`src/rtl/trunc_narrow_stage.sv`:
```
// Width-narrowing stream stage: truncates or saturates IN_W-bit beats to OUT_W bits,
// flags lossy beats, and buffers through a 2-entry skid FIFO with registered ready.
module trunc_narrow_stage #(
    parameter int IN_W  = 4,
    parameter int OUT_W = 3,
    parameter int CNT_W = 8
) (
    input  logic             clk,
    input  logic             rst_n,
    input  logic             clr,
    input  logic             sat_en,
    input  logic             in_valid,
    output logic             in_ready,
    input  logic [IN_W-1:0]  in_data,
    output logic             out_valid,
    input  logic             out_ready,
    output logic [OUT_W-1:0] out_data,
    output logic             out_lost,
    output logic [CNT_W-1:0] trunc_cnt,
    output logic             trunc_sticky
);

    // Buffer entry: {lost, data}
    typedef struct packed {
        logic             lost;
        logic [OUT_W-1:0] data;
    } entry_t;

    typedef enum logic [1:0] {EMPTY, ONE, TWO} state_t;

    state_t state;
    entry_t head, tail, incoming;
    logic   accept, emit;

    always_comb begin
        incoming      = '0;
        incoming.lost = |in_data[IN_W-1:OUT_W];
        incoming.data = (sat_en && incoming.lost) ? {OUT_W{1'b1}} : in_data[OUT_W-1:0];
    end

    // Ready and valid come straight from registered state, never from out_ready.
    assign in_ready  = (state != TWO);
    assign out_valid = (state != EMPTY);
    assign accept    = in_valid && in_ready;
    assign emit      = out_valid && out_ready;
    assign out_data  = head.data;
    assign out_lost  = head.lost;

    always_ff @(posedge clk or negedge rst_n) begin
        if (!rst_n) begin
            state <= EMPTY;
            head  <= '0;
            tail  <= '0;
        end else begin
            unique case (state)
                EMPTY: if (accept) begin
                    head  <= incoming;
                    state <= ONE;
                end
                ONE: begin
                    if (accept && emit) begin
                        head <= incoming;
                    end else if (accept) begin
                        tail  <= incoming;
                        state <= TWO;
                    end else if (emit) begin
                        state <= EMPTY;
                    end
                end
                TWO: if (emit) begin
                    head  <= tail;
                    state <= ONE;
                end
                default: state <= EMPTY;
            endcase
        end
    end

    logic lossy_acc;
    assign lossy_acc = accept && incoming.lost;

    // A lossy beat landing with clr still counts, so the event is never dropped.
    always_ff @(posedge clk or negedge rst_n) begin
        if (!rst_n) begin
            trunc_cnt    <= '0;
            trunc_sticky <= 1'b0;
        end else if (clr) begin
            trunc_cnt    <= lossy_acc ? CNT_W'(1) : '0;
            trunc_sticky <= lossy_acc;
        end else if (lossy_acc) begin
            if (trunc_cnt != {CNT_W{1'b1}})
                trunc_cnt <= trunc_cnt + CNT_W'(1);
            trunc_sticky <= 1'b1;
        end
    end

endmodule
```
`config.mk`:
```
export PLATFORM = sky130hd
export DESIGN_NAME = trunc_narrow_stage
export DESIGN_NICKNAME = d
export VERILOG_FILES = /design/src/rtl/trunc_narrow_stage.sv
export SDC_FILE = /design/constraint.sdc
export NUM_CORES = 1
export LEC_CHECK = 0
export CAP_MARGIN = 20
export CORE_UTILIZATION = 24
export CTS_BUF_LIST = sky130_fd_sc_hd__clkbuf_8 sky130_fd_sc_hd__clkbuf_16
export CTS_CLUSTER_DIAMETER = 200
export CTS_CLUSTER_SIZE = 30
export DETAILED_ROUTE_END_ITERATION = 8
export PLACE_DENSITY_LB_ADDON = 0.05
export SKIP_CTS_REPAIR_TIMING = 1
export SYNTH_ARGS = -nofsm -noshare
export SYNTH_HDL_FRONTEND = slang
export SYNTH_SLANG_ARGS = --single-unit
```
`constraint.sdc`:
```
create_clock -name clk -period 5 [get_ports clk]
set_clock_uncertainty 0.2 [all_clocks]
set_input_delay 1 -clock clk [delete_from_list [all_inputs] [get_ports clk]]
set_output_delay 1 -clock clk [all_outputs]
set_load 0.01 [all_outputs]
```
==> summary.md <==
| Metric | Value |
|---|---|
| CP endpoint kind | `primary output` |
| Main synth FF type | `dfrtp_1` |
| Number of max-cap violations | `0` |
| Kind of critical path | `reg2out` |
| Setup violators final | `0` |
| CTS Buf Count | `3` |
| Final setup TNS | `0 ns` |
| Leakage | `0.5163 nW` |
| Met2 Use GR | `20.62%` |
| Placed insts | `173` |
| Critical path, cell by cell | `nor2b_2 -> clkinv_4 -> clkdlybuf4s50_1` |
| Status | `completed` |
| Synth Instances | `103` |
| Worst VDD drop | `0.07989 mV` |
| CP Data Required Time | `3.80 ns` |
| TritonCTS clock tree | `built` |
| Seq cells post-synth | `19` |
| Seq/Total Area, Yosys | `49.29%` |
| Worst-margin pin slew | `0.9070 ns` |
| Buffers on Ports | `24` |
| WP data arrival | `1.64 ns` |
| Via density | `4.876` |
| Reg-to-Reg End | `trunc_cnt[4]$_DFFE_PN0P_` |
| R2r worst-path depth | `5` |
| RSZ-0062 raised after global routing | `no` |
| Worst setup path startpoint | `state[1]$_DFFE_PN0P_` |
| Placer Congestion | `0.7389` |
| Crit path time final | `2.837 ns` |
| Fin area | `0.001301 mm²` |
| Area of the core | `0.003771 mm²` |
| Post-synthesis cell type count | `34` |
| Deepest clock path buffer count | `2` |
| Setup crit end | `in_ready` |
| Post-DP HPWL | `1656 µm` |
| Die area | `0.004277 mm²` |
| EDFF count, synth | `0` |
| Crit path max fanout | `10` |
| Initial antenna violation count | `0` |
| Routing usage on met3 | `2.431%` |
| Num rows | `22` |
| Via count | `863` |
| Post-Place Worst Slack | `2.106 ns` |
| Number of nets at the end of the flow | `141` |
| Multi-input logic area | `462.9 µm²` |
| R2R Setup Slk | `3.13 ns` |
| CP max-delay cell | `clkdlybuf4s50_1` |
| Final Slew Violations | `0` |
| Placed Instance Area | `0.001255 mm²` |
| Final Cycle Share | `56.73%` |
| Hold Crit Class | `reg2reg` |
| Largest net degree at the start of global routing | `20` |
| TritonCTS Sinks | `19` |
| Final hold violations | `0` |
| Worst-Skew Late Latency | `0.25 ns` |
| DR WL/cell | `12.86 µm` |
| Drt drc | `0` |
| Post-Route WL | `2277 µm` |
| Vias in the first global route | `860` |
| Synth-to-layout area growth | `34.89%` |
| Total GRT Usage | `12.40%` |
| Busiest grt layer | `met2` |
| Initial Utilization | `25.58%` |
| Worst r2r src | `state[1]$_DFFE_PN0P_` |
| CP peak stage delay | `0.50 ns` |
| Post-synthesis average cell area | `9.366 µm²` |
| Router iterations before antenna repair | `4` |
| Net Count, Synth | `114` |
| Die Ht | `65.40 µm` |
| Setup slack after layout | `2.163 ns` |
| FF+latch area | `475.5 µm²` |
| Yosys warns | `0` |
| Share of layout cells above drive strength 1 | `8.527%` |
| Fin cells | `177` |
| Die W | `65.40 µm` |
| First-pass GRT wire length | `3898 µm` |
| Pwr per Cell Area | `318.6 mW/mm²` |
| Diode count | `0` |
| Ys async rst share | `100.0%` |
| DRT iter0 DRCs | `35` |
| Hold Path Depth | `1` |
| Cell Area, Synth | `964.7 µm²` |
| H-tree levels | `1` |
| Relative slew margins | `39.34%` |
| Detail Route Antenna Nets | `0` |
| Worst setup SP type | `flip-flop` |
| CTS Root Cell | `clkbuf_8` |
| Remaining Overflow, GRT | `0` |
| Met1 GRT Util | `15.33%` |
| Fillers | `384` |
| Worst-path clk slew | `0.07 ns` |
| Maximum operating frequency | `352.5 MHz` |
| # IOs | `25` |
==> through the flow <==
stage	util (%)	hold slack, ns	total power [mW]
floorplan	-	0.2806	0.2563
CTS	34.51	0.3167	0.4240
global route	34.51	0.3516	0.4487
detailed placement	33.28	0.2990	0.3133
finish	34.51	0.3117	0.4145
global placement	33.28	0.2943	0.3108
==> layout make-up <==
type,instances,share of cell area (%)
Timing Repair Buffer,24,18.46
Clock inverter,1,0.3846
Sequential cell,19,36.54
Tap cell,48,4.615
Clock buffer,3,3.173
Multi-Input combinational cell,79,35.58
Inverter,3,1.250
==> worst max-delay path: cells and delay by family, from the launching register on <==
kind / cells / cell delay, ns
buffers and inverters: 2 / 0.65
DFF: 1 / 0.41
and+or+nand+nor: 1 / 0.33
==> report_power, final <==
| part | switching, mW | total, mW | internal, mW | leakage [nW] |
|---|---|---|---|---|
| clock network | 0.0520 | 0.107 | 0.0554 | 0.0255 |
| logic | 0.0495 | 0.108 | 0.0583 | 0.257 |
| registers | 0.0174 | 0.199 | 0.182 | 0.234 |
| total | 0.119 | 0.415 | 0.296 | 0.516 |
==> kinds of logic after synthesis <==
family,after synthesis,share of synthesized area (%)
compound gates,29,17.64
flops,19,49.29
fa+ha+maj,1,1.297
buf+inv,5,2.724
simple gates,46,25.81
mux,3,3.243
==> routing by layer <==
layer,share of wire (%),vias up
met5,0,-
met4,1.5,0
met3,4.6,4
met2,47,23
met1,47,401
li1,-,435
==> cell usage after synthesis, types with 2 or more instances <==
cell       n  area share, %
nor2b_1    3            1.9
o21ai_0    4            2.1
a21oi_1   12            6.2
nor2_1    11            4.3
nor3_1     4            2.1
a211oi_1   2            1.6
nand2b_1   4            2.6
o22ai_1    2            1.3
inv_1      2           0.78
nand2_1    8            3.1
nand3_1    5            2.6
a31oi_1    4            2.6
mux2i_1    2            2.1
buf_2      2            1.0
dfrtp_1   19             49
==> how the worst min path moves through the flow <==
stage / startpoint / to
final: tail[3]$_DFFE_PN0P_ / tail[3]$_DFFE_PN0P_
after global routing: tail[3]$_DFFE_PN0P_ / tail[3]$_DFFE_PN0P_
after CTS: tail[3]$_DFFE_PN0P_ / tail[3]$_DFFE_PN0P_
after detailed placement: tail[3]$_DFFE_PN0P_ / tail[3]$_DFFE_PN0P_
after global placement: tail[3]$_DFFE_PN0P_ / tail[3]$_DFFE_PN0P_
after floorplan: tail[3]$_DFFE_PN0P_ / tail[3]$_DFFE_PN0P_
==> state kept, by name, summed over array words and instances (netlist names) <==
register and count:
out_lost 1, trunc_sticky 1, out_data 3, tail 4
state 2, trunc_cnt 8
==> layout by cell type, fill, tap and decap left out, types with 2 or more instances in the layout <==
cell,n
a31oi_1,4
a211oi_1,2
a21oi_1,12
nand2b_1,4
o22ai_1,2
clkdlybuf4s50_1,24
nor3_1,4
o21ai_0,4
dfrtp_1,19
nand2_1,8
nor2b_1,3
nor2_1,11
mux2i_1,2
clkbuf_8,3
inv_1,2
nand3_1,5
(Power assumes the default switching activity.)
